===== config.mk =====
export PLATFORM = sky130hd
export DESIGN_NAME = packet_buffer_read_arbiter
export DESIGN_NICKNAME = d
export VERILOG_FILES = /design/src/rtl/packet_buffer_read_arbiter.sv
export SDC_FILE = /design/constraint.sdc
export NUM_CORES = 1
export LEC_CHECK = 0
export BUFFER_PORTS_ARGS = -buffer_cell sky130_fd_sc_hd__buf_2
export CORE_MARGIN = 8
export CORE_UTILIZATION = 52
export CTS_CLUSTER_DIAMETER = 50
export DETAILED_ROUTE_END_ITERATION = 8
export PLACE_DENSITY_LB_ADDON = 0.15
export REMOVE_ABC_BUFFERS = 1
export SYNTH_ARGS = -nofsm -noshare
export SYNTH_HDL_FRONTEND = slang
export SYNTH_SLANG_ARGS = --single-unit

===== constraint.sdc =====
create_clock -name clk -period 2.1 [get_ports clk]
set_input_delay 0.105 -clock clk [delete_from_list [all_inputs] [get_ports clk]]
set_output_delay 0.105 -clock clk [all_outputs]
set_load 0.01 [all_outputs]

===== src/rtl/packet_buffer_read_arbiter.sv =====
// Two-requester read arbiter in front of the packet buffer RAM driver: serialises reads,
// routes each byte to its originator and aborts hung reads. Define
// PACKET_BUFFER_ARB_ROUND_ROBIN_EN for round-robin arbitration (default: B over A).
module packet_buffer_read_arbiter #(
  parameter int RAM_SIZE       = 2048,
  parameter int BYTE_LEN       = 8,
  parameter int TIMEOUT_CYCLES = 16,
  localparam int AW            = $clog2(RAM_SIZE)
) (
  input  logic                clk,
  input  logic                reset,
  input  logic                rd_req_a,
  input  logic [AW-1:0]       rd_addr_a,
  output logic                rd_ready_a,
  output logic [BYTE_LEN-1:0] rd_out_a,
  input  logic                rd_req_b,
  input  logic [AW-1:0]       rd_addr_b,
  output logic                rd_ready_b,
  output logic [BYTE_LEN-1:0] rd_out_b,
  output logic                ram_read_req,
  output logic [AW-1:0]       ram_read_addr,
  input  logic                ram_read_ready,
  input  logic [BYTE_LEN-1:0] ram_read_out,
  output logic [1:0]          grant,
  output logic                timeout_err
);

  localparam int CW = $clog2(TIMEOUT_CYCLES);

  typedef enum logic [1:0] {S_IDLE, S_READ, S_RESP} state_t;

  state_t              state, state_nxt;
  logic [CW-1:0]       tmo_cnt, tmo_cnt_nxt;
  logic                any_req, pick_b, timeout_hit, read_done;
  logic [BYTE_LEN-1:0] resp_data;

  logic                req_nxt, rdy_a_nxt, rdy_b_nxt, terr_nxt;
  logic [AW-1:0]       addr_nxt;
  logic [1:0]          grant_nxt;
  logic [BYTE_LEN-1:0] out_a_nxt, out_b_nxt;

  assign any_req     = rd_req_a | rd_req_b;
  assign timeout_hit = (tmo_cnt == CW'(TIMEOUT_CYCLES - 1));
  assign read_done   = ram_read_ready | timeout_hit;
  // An aborted read still answers the requester, with zero data.
  assign resp_data   = ram_read_ready ? ram_read_out : '0;

`ifdef PACKET_BUFFER_ARB_ROUND_ROBIN_EN
  logic prefer_b;

  assign pick_b = rd_req_b & (~rd_req_a | prefer_b);

  always_ff @(posedge clk or negedge reset) begin
    if (!reset) begin
      prefer_b <= 1'b0;
    end else if (state == S_IDLE && any_req) begin
      prefer_b <= ~pick_b;
    end
  end
`else
  // Ethernet TX is timing-critical, so B always wins a tie.
  assign pick_b = rd_req_b;
`endif

  always_ff @(posedge clk or negedge reset) begin
    if (!reset) begin
      state   <= S_IDLE;
      tmo_cnt <= '0;
    end else begin
      state   <= state_nxt;
      tmo_cnt <= tmo_cnt_nxt;
    end
  end

  always_comb begin
    state_nxt = state;
    case (state)
      S_IDLE:  if (any_req) state_nxt = S_READ;
      S_READ:  if (read_done) state_nxt = S_RESP;
      S_RESP:  state_nxt = S_IDLE;
      default: state_nxt = S_IDLE;
    endcase
  end

  always_comb begin
    tmo_cnt_nxt = tmo_cnt;
    grant_nxt   = grant;
    addr_nxt    = ram_read_addr;
    req_nxt     = ram_read_req;
    rdy_a_nxt   = 1'b0;
    rdy_b_nxt   = 1'b0;
    terr_nxt    = 1'b0;
    out_a_nxt   = rd_out_a;
    out_b_nxt   = rd_out_b;
    case (state)
      S_IDLE: begin
        if (any_req) begin
          grant_nxt   = pick_b ? 2'b10 : 2'b01;
          addr_nxt    = pick_b ? rd_addr_b : rd_addr_a;
          req_nxt     = 1'b1;
          tmo_cnt_nxt = '0;
        end
      end
      S_READ: begin
        if (read_done) begin
          req_nxt  = 1'b0;
          terr_nxt = ~ram_read_ready;
          if (grant[1]) begin
            out_b_nxt = resp_data;
            rdy_b_nxt = 1'b1;
          end else begin
            out_a_nxt = resp_data;
            rdy_a_nxt = 1'b1;
          end
        end else begin
          tmo_cnt_nxt = tmo_cnt + 1'b1;
        end
      end
      S_RESP: begin
        // Requests are not sampled here, giving the finished requester an edge to drop.
        grant_nxt = 2'b00;
      end
      default: ;
    endcase
  end

  always_ff @(posedge clk or negedge reset) begin
    if (!reset) begin
      grant         <= 2'b00;
      ram_read_addr <= '0;
      ram_read_req  <= 1'b0;
      rd_ready_a    <= 1'b0;
      rd_ready_b    <= 1'b0;
      rd_out_a      <= '0;
      rd_out_b      <= '0;
      timeout_err   <= 1'b0;
    end else begin
      grant         <= grant_nxt;
      ram_read_addr <= addr_nxt;
      ram_read_req  <= req_nxt;
      rd_ready_a    <= rdy_a_nxt;
      rd_ready_b    <= rdy_b_nxt;
      rd_out_a      <= out_a_nxt;
      rd_out_b      <= out_b_nxt;
      timeout_err   <= terr_nxt;
    end
  end

endmodule


==> results of run 1 <==
[cell families after synthesis]
family                     share of synthesized area
muxes                                         0.1684
buffers and inverters                        0.04812
and+or+nand+nor                              0.06936
DFF                                           0.5520
adders and majority gates                   0.007076
AOI/OAI and AO/OA                             0.1550
[state kept, by name (all words and copies together), names as in the netlist]
signal	count
grant	2
state	2
ram_read_req	1
rd_ready_b	1
rd_ready_a	1
ram_read_addr	11
tmo_cnt	4
rd_out_b	8
rd_out_a	8
timeout_err	1
[final cells by class]
| class | instances | area [µm²] | area share |
|---|---|---|---|
| clock buffer | 5 | 37.54 | 0.01696 |
| timing repair buffer | 73 | 392.9 | 0.1775 |
| tap | 46 | 57.56 | 0.02600 |
| inverter | 6 | 22.52 | 0.01018 |
| multi-input combinational | 71 | 706.9 | 0.3194 |
| clock inverter | 3 | 20.02 | 0.009045 |
| sequential | 39 | 975.9 | 0.4409 |
[layout by cell type, fill, tap and decap left out, types with 3 or more instances in the layout]
master	n
a21oi_1	3
a32o_1	16
buf_2	67
clkbuf_4	5
dfrtp_1	39
dlygate4sd3_1	5
inv_1	6
mux2_2	14
mux2_4	8
[worst max-delay path by stage]
stage,startpoint,end,slack [ns]
2_1_floorplan,state[1],ram_read_addr[0],0.66
3_3_place_gp,tmo_cnt[0],rd_out_a[2],0.56
3_5_place_dp,tmo_cnt[0],rd_out_a[1],0.47
4_1_cts,tmo_cnt[0],rd_out_a[1],0.44
5_1_grt,tmo_cnt[0],rd_out_a[7],0.31
6_report,tmo_cnt[0],rd_out_a[1],0.44
[Yosys cell counts]
master     number
dfrtp_1        39
a32o_1         16
mux2_2         14
mux2_4          8
inv_1           6
a21oi_1         3
buf_6           3
a31oi_1         2
and4_1          2
buf_2           2
buf_4           2
mux2i_1         2
nand2_1         2
nand2b_1        2
nor3_1          2
o21ai_0         2
a2111oi_2       1
a21boi_0        1
a22oi_1         1
and3b_2         1
buf_1           1
ha_1            1
nand3_1         1
nor2_1          1
nor2_4          1
nor3b_2         1
nor3b_4         1
o211a_1         1
o21bai_4        1
o22a_1          1
o2bb2ai_1       1
or2_2           1
or2b_1          1
[report_power, final]
part | internal [mW] | switching [mW]
combinational | 0.657 | 0.604
sequential | 1.07 | 0.208
clock | 0.128 | 0.254
total | 1.85 | 1.07
[what timing repair did]
item	in CTS	in global routing
hold endpoints to repair	41	2
resized for setup	0	0
hold buffers	3	2
[per-layer routing]
| metal | wire [µm] | vias up | track usage |
|---|---|---|---|
| met5 | 0 | - | 0 |
| met4 | 74 | 0 | 0.07826 |
| met3 | 305 | 7 | 0.03908 |
| met2 | 1957 | 45 | 0.2578 |
| met1 | 1587 | 597 | 0.1774 |
| li1 | - | 613 | - |
[worst max-delay path: cells and delay by family, from the launching register on]
kind,cells,cell delay [ns]
flops,1,0.43
compound gates,2,0.51
fa+ha+maj,1,0.25
simple gates,1,0.41
[metrics by stage]
step                worst slack, ns  instances
floorplan                    0.6579        116
finish                       0.4421        243
global placement             0.5555        230
detailed placement           0.4716        230
global route                 0.3125        243
CTS                          0.4434        241
==> key figures, run 1 <==
Detailed routing
  • Post-Route WL: 3925 µm
  • Vias per Instance: 5.193
  • WL/cell: 16.15 µm
  • Starting DRC count in detailed routing: 78
  • Vias: 1262
  • Routed Antenna Nets: 0
  • DR pass1 iterations: 4
  • Detailed-route DRC error count: 0

STA
  • Rel. slew slack: 0.4609
  • RSZ-0062 raised after global routing: no
  • Period utilization: 0.7895
  • Worst Tran Pin Value: 0.8087 ns
  • Min cycle time layout: 1.658 ns
  • Fin. Hold Viols: 0
  • # setup viols final: 0
  • Setup TNS: 0 ns
  • Final hold slack: 0.01820 ns
  • Maximum clock rate: 603.2 MHz
  • Clock skew: 0.006860 ns
  • Max-slew violations: 0

Setup path
  • Worst reg-to-reg setup slack: 0.44 ns
  • Reg2Reg Depth: 4
  • Worst flop-to-flop path endpoint: rd_out_a[1]
  • WP data arrival: 1.96 ns
  • Crit. End Element: register
  • Slowest CP cell: dfrtp_1
  • CP Data Required Time: 2.40 ns
  • Setup Crit Path Kind: reg -> reg
  • Critical R2R Launch: tmo_cnt[0]
  • Crit Path Max Fanout: 9
  • Crit start category: register
  • Worst stage delay on the critical path: 0.43 ns
  • Worst-path cell chain: ha_1 -> a31oi_1 -> nand2b_1 -> a32o_1

GRT
  • Total grt overflow: 0
  • Initial antenna violation count: 0
  • Largest net degree at the start of global routing: 40
  • GRT Total Usage: 0.1538
  • Vias in the first global route: 1316
  • First-pass GRT wire length: 6417 µm

Min path
  • HP Class: in -> reg
  • Hold EP: rd_out_b[3]
  • Hold path depth: 2
  • Hold Crit Start: ram_read_out[3]

Synthesis
  • #FFs+latches synth: 39
  • Largest cells by area after synthesis: dfrtp_1 55%, a32o_1 9.1%, mux2_2 8.9%, mux2_4 6.8%, buf_6 1.9%
  • Cells after Synth: 124
  • Syn avg cell area: 14.26 µm²
  • Mapped Area: 1768 µm²
  • Yosys top cell by area: dfrtp_1
  • Distinct cells, synth: 33
  • Yosys synthesis warning count: 0
  • Top-area cell type share of the netlist area: 0.5520
  • Seq/Total Area, Yosys: 0.5520

Power
  • Worst VDD drop: 742.5 µV
  • Power, Total: 2.919 mW
  • Leak Pwr: 1.101 nW
  • Power density cells: 1319 nW/µm²

Clock network
  • H-Tree Depth: 2
  • CTS root buf: clkbuf_4
  • CTS max path bufs: 2
  • Clock transition at the registers of the reported paths: 0.12 ns
  • CTS tree: done
  • Clk sinks: 39
  • # Post-CTS Setup Buffers: 0
  • Clock Latency Late Sink: 0.35 ns
  • CTS Buf Count: 5

Placed design
  • Placer Congestion: 0.8497
  • HPWL after DPL: 2846 µm
  • Area after DPL: 2106 µm²
  • Port bufs: 67

Floorplanning
  • Row count: 21
  • Initial Util: 0.5340
  • Die width: 74.31 µm
  • Die extent in y: 74.31 µm
  • Core area: 3311 µm²
  • I/O pin count: 68
  • Die area: 5522 µm²

Finish
  • Ant diodes: 0
  • Share of layout cells above drive strength 1: 0.5330
  • Post-Route Utilization: 0.6686
  • Final Net Count: 232
  • Area Growth Syn to Fin: 25.19%
  • Fill count: 277
  • Final Cell Area: 2213 µm²

Status
  • Outcome: complete, no violations

Job
  • Max-cap violations: 0
No activity file was read; power rests on OpenSTA's default activity.
==> run 2, diff against run 1 <==
CORE_UTILIZATION = 43   (was 52)
clock period = 1.4 ns   (was 2.1 ns; I/O delays follow)
==> run 2 against run 1 <==
Net effect:
- utilization down 8.0 points
- largest power group is now combinational cells
- clock skew increased by 0.0011 ns
- critical path type unchanged
- cell count grew 6.2%
- critical path depth did not move
==> key figures, run 2 (synthesized netlist as in run 1, its figures left out) <==
Status
  • Outcome: complete, no violations

STA
  • Setup TNS: 0 ns
  • Rel. slew slack: 0.6804
  • Period utilization: 0.9950
  • Min cycle time layout: 1.393 ns
  • Clock skew: 0.007966 ns
  • Worst Tran Pin Value: 0.4793 ns
  • Final hold slack: 0.04641 ns
  • Fin. Hold Viols: 0
  • # setup viols final: 0
  • Final WS setup: 0.007044 ns
  • Max-slew violations: 0
  • Maximum clock rate: 717.9 MHz
  • RSZ-0062 raised after global routing: yes

Setup path
  • Worst-path cell chain: ha_4 -> nand3_1 -> o2bb2ai_1 -> a2111oi_2
  • Worst flop-to-flop path endpoint: tmo_cnt[3]
  • Crit Path Max Fanout: 4
  • Worst stage delay on the critical path: 0.42 ns
  • Reg2Reg Depth: 4
  • WP data arrival: 1.56 ns
  • Worst reg-to-reg setup slack: 0.007 ns
  • Crit. End Element: register
  • CP Data Required Time: 1.57 ns
  • Setup Crit Path Kind: reg -> reg
  • Crit start category: register
  • Critical R2R Launch: tmo_cnt[1]
  • CP top delay family: compound AO/OA/AOI/OAI gates
  • CP Buf/Inv Count: 0
  • Slowest CP cell: dfrtp_1

GRT
  • First-pass GRT wire length: 6589 µm
  • Initial antenna violation count: 0
  • GRT Total Usage: 0.1305
  • Largest net degree at the start of global routing: 40
  • Total grt overflow: 0
  • Vias in the first global route: 1364

Power
  • Power, Total: 4.743 mW
  • Leak Pwr: 1.169 nW
  • Power density cells: 2028 nW/µm²
  • Worst VDD drop: 881.3 µV

Floorplanning
  • Core area: 3971 µm²
  • Die extent in y: 80.12 µm
  • Die width: 80.12 µm
  • Die area: 6419 µm²
  • Initial Util: 0.4452
  • I/O pin count: 68
  • Row count: 23

Detailed routing
  • WL/cell: 16.55 µm
  • Routed Antenna Nets: 0
  • Vias per Instance: 5.167
  • Starting DRC count in detailed routing: 46
  • Vias: 1333
  • Detailed-route DRC error count: 0
  • DR pass1 iterations: 4
  • Post-Route WL: 4269 µm

Clock network
  • H-Tree Depth: 2
  • Clk sinks: 39
  • Clock transition at the registers of the reported paths: 0.07 ns
  • CTS root buf: clkbuf_8
  • Clock Latency Late Sink: 0.29 ns
  • CTS max path bufs: 2
  • CTS Buf Count: 5
  • CTS tree: done

Finish
  • Max FFs per register: 11
  • Fill count: 348
  • Non-Filler Instances: 258
  • Share of layout cells above drive strength 1: 0.5865
  • Area Growth Syn to Fin: 32.27%
  • Final Cell Area: 2338 µm²
  • Most frequent cells in the layout: 67 x buf_2, 38 x dfrtp_1, 16 x a32o_1, 16 x buf_4, 14 x mux2_2
  • Ant diodes: 0
  • Top Registers: ram_read_addr (11), rd_out_a (8), rd_out_b (8)
  • Post-Route Utilization: 0.5888
  • Commonest non-fill, non-tap cell in the layout: buf_2
  • Final Net Count: 243
  • Biggest register: ram_read_addr

Min path
  • HP Class: in -> reg
  • Hold Crit Start: ram_read_out[1]
  • Hold EP: rd_out_a[1]
  • Hold path depth: 2

Placed design
  • Port bufs: 67
  • Area after DPL: 2216 µm²
  • Post-Place Setup Slack: 0.02254 ns
  • Placer Congestion: 0.8694
  • HPWL after DPL: 3214 µm
  • Placed Cells: 248

Job
  • Max-cap violations: 0
## run 2: how the worst max path moves through the flow
stage	startpoint	endpoint	slack, ns	depth (start not counted)
finish	tmo_cnt[1]	tmo_cnt[3]	0.007	4
global route	tmo_cnt[1]	tmo_cnt[3]	-0.05	4
CTS	state[1]	ram_read_addr[10]	0.007	4
detailed placement	tmo_cnt[1]	rd_out_a[6]	0.02	5
global placement	tmo_cnt[1]	rd_out_b[4]	0.03	5
floorplan	state[1]	ram_read_addr[0]	-0.04	3
## run 2: final cells by class
type,instances,area [µm²],share of cell area
Clock buffer,6,72.57,0.03103
Clock inverter,2,12.51,0.005350
Inverter,6,22.52,0.009631
Multi-Input combinational cell,71,725.7,0.3103
Sequential cell,39,977.2,0.4179
Tap cell,50,62.56,0.02675
Timing Repair Buffer,84,465.4,0.1990
## run 2: worst register-to-register path, cell delays in order (launching register included)
cell	delay [ns]
dfrtp_1	0.42
ha_4	0.17
nand3_1	0.12
o2bb2ai_1	0.22
a2111oi_2	0.34
## run 2: per-layer routing
layer	track usage	vias up	share of wire
li1	-	637	-
met1	0.1503	655	0.40
met2	0.2142	36	0.51
met3	0.05357	5	0.083
met4	0.04364	0	0.0098
met5	0	-	0
## run 2: what timing repair did
item | CTS | global route
hold buffers | 1 | 0
buffers inserted | 0 | 1
endpoints found under the setup margin | 0 | 29
hold endpoints to repair | 39 | 0
resized for setup | 0 | 4
## run 2: power breakdown
group	internal, mW	switching (mW)
Combinational	1.14	0.965
Clock	0.348	0.378
Sequential	1.61	0.301
==> run 3, diff against run 2 <==
ABC_CLOCK_PERIOD_IN_PS = 1400   (was not set)
PLACE_DENSITY_LB_ADDON = 0.25   (was 0.15)
==> run 3 against run 2 <==
Net effect:
- utilization increased by 0.69 points
- register-to-register slack better by 0.05 ns
- combinational power about the same
- count of clock-buffer cells in the layout unchanged
- critical endpoint is now rd_out_a[6]
- via count increased by 0.98%
- design area increased by 1.2%
- fmax up 3.7%
- clock power is 49% higher
- global-route usage grew 0.78 points
- clock skew hardly changed
- power increased by 7.7%
- sequential power about the same
==> key figures, run 3 (synthesized netlist as in run 1, its figures left out) <==
Finish
  • Commonest non-fill, non-tap cell in the layout: buf_2
  • Ant diodes: 0
  • Most frequent cells in the layout: 67 x buf_2, 38 x dfrtp_1, 16 x a32o_1
  • Final Net Count: 239
  • Fill count: 322
  • Post-Route Utilization: 0.5958
  • Share of layout cells above drive strength 1: 0.5833
  • Top Registers: ram_read_addr (11), rd_out_a (8), rd_out_b (8)
  • Max FFs per register: 11
  • Biggest register: ram_read_addr
  • Area Growth Syn to Fin: 33.83%

Clock network
  • CTS Buf Count: 5
  • Clock Latency Late Sink: 0.29 ns
  • CTS root buf: clkbuf_8
  • Clk sinks: 39
  • H-Tree Depth: 2
  • Clock transition at the registers of the reported paths: 0.07 ns
  • CTS max path bufs: 2
  • CTS tree: done
  • # Post-CTS Setup Buffers: 0

STA
  • Final hold slack: 0.04734 ns
  • Setup TNS: 0 ns
  • Clock skew: 0.007793 ns
  • Worst Tran Pin Value: 0.4778 ns
  • # setup viols final: 0
  • Maximum clock rate: 744.2 MHz
  • Fin. Hold Viols: 0
  • Rel. slew slack: 0.6815
  • Period utilization: 0.9599
  • Min cycle time layout: 1.344 ns
  • Max-slew violations: 0

GRT
  • Largest net degree at the start of global routing: 40
  • Vias in the first global route: 1466
  • First-pass GRT wire length: 7024 µm
  • Initial antenna violation count: 0
  • Total grt overflow: 0
  • GRT Total Usage: 0.1384

Min path
  • HP Class: in -> reg
  • Hold path depth: 2

Setup path
  • Worst stage delay on the critical path: 0.37 ns
  • CP Buf/Inv Count: 1
  • Crit. End Element: register
  • CP Depth: 5
  • Slowest CP cell: dfrtp_1
  • CP top delay family: flip-flops
  • WP data arrival: 1.52 ns
  • Crit Path Max Fanout: 9
  • Worst-path cell chain: ha_2 -> a31oi_2 -> nand2b_1 -> buf_4 -> a32o_1
  • Setup Crit Path Kind: reg -> reg
  • CP Data Required Time: 1.58 ns
  • Reg2Reg Depth: 5
  • Crit start category: register

Placed design
  • Placer Congestion: 0.8724
  • Port bufs: 67
  • HPWL after DPL: 3187 µm

Power
  • Power, Total: 5.106 mW
  • Power density cells: 2158 nW/µm²
  • Leak Pwr: 1.183 nW
  • Worst VDD drop: 908.1 µV

Floorplanning
  • Row count: 23
  • Initial Util: 0.4452
  • Core area: 3971 µm²
  • Die area: 6419 µm²
  • Die extent in y: 80.12 µm
  • I/O pin count: 68
  • Die width: 80.12 µm

Job
  • Max-cap violations: 0

Detailed routing
  • Starting DRC count in detailed routing: 90
  • Post-Route WL: 4283 µm
  • Vias: 1346
  • WL/cell: 16.86 µm
  • Vias per Instance: 5.299
  • DR pass1 iterations: 4
  • Detailed-route DRC error count: 0
  • Routed Antenna Nets: 0

Status
  • Outcome: complete, no violations
[run 3: layout make-up]
cell class              count  area [µm²]  area share
clock inverters             2       60.06     0.02538
flip-flops and latches     39       977.2      0.4130
inverters                   6       22.52    0.009519
multi-input cells          71       723.2      0.3057
clock buffers               6       72.57     0.03067
repair buffers             80       447.9      0.1893
well taps                  50       62.56     0.02644
[run 3: report_power, final]
part	internal [mW]	total (mW)	switching [mW]
registers	1.61	1.91	0.298
logic	1.13	2.11	0.981
clock network	0.712	1.08	0.373
total	3.45	5.11	1.65
[run 3: final timing paths]
kind                            startpoint               end  slack, ns
max                             tmo_cnt[0]       rd_out_a[6]       0.06
min                        ram_read_out[1]       rd_out_a[1]       0.05
max reg2reg                     tmo_cnt[0]       rd_out_a[6]       0.06
min reg2reg                    rd_out_a[1]       rd_out_a[1]       0.49
max in group asynchronous            reset          state[0]       0.68
min in group asynchronous            reset  ram_read_addr[1]       0.35
[run 3: through the flow]
stage	area [µm²]	std cells	worst slack (ns)
floorplan	1705	116	-0.04211
global placement	2206	245	0.02566
detailed placement	2206	245	-0.07044
CTS	2351	254	0.01062
global route	2366	254	-0.002178
finish	2366	254	0.05619
[run 3: worst register-to-register path, delay by kind of cell, from the launching register on]
kind                       cells  cell delay (ns)
and+or+nand+nor                1             0.16
adders and majority gates      1             0.22
DFF                            1             0.37
buffers and inverters          1             0.17
AOI/OAI and AO/OA              2             0.32
[run 3: timing repair]
action,CTS,global route
hold buffers,1,0
setup endpoints to repair,9,20
pin swaps,0,1
resized for setup,1,4
endpoints found under the hold margin,39,0
[run 3: routing by layer]
metal,up-vias,share of wire,GRT usage,wire length (µm)
li1,627,-,-,-
met1,675,0.39,0.1560,1666
met2,37,0.52,0.2328,2219
met3,7,0.078,0.04576,335
met4,0,0.014,0.06000,62
met5,-,0,0,0
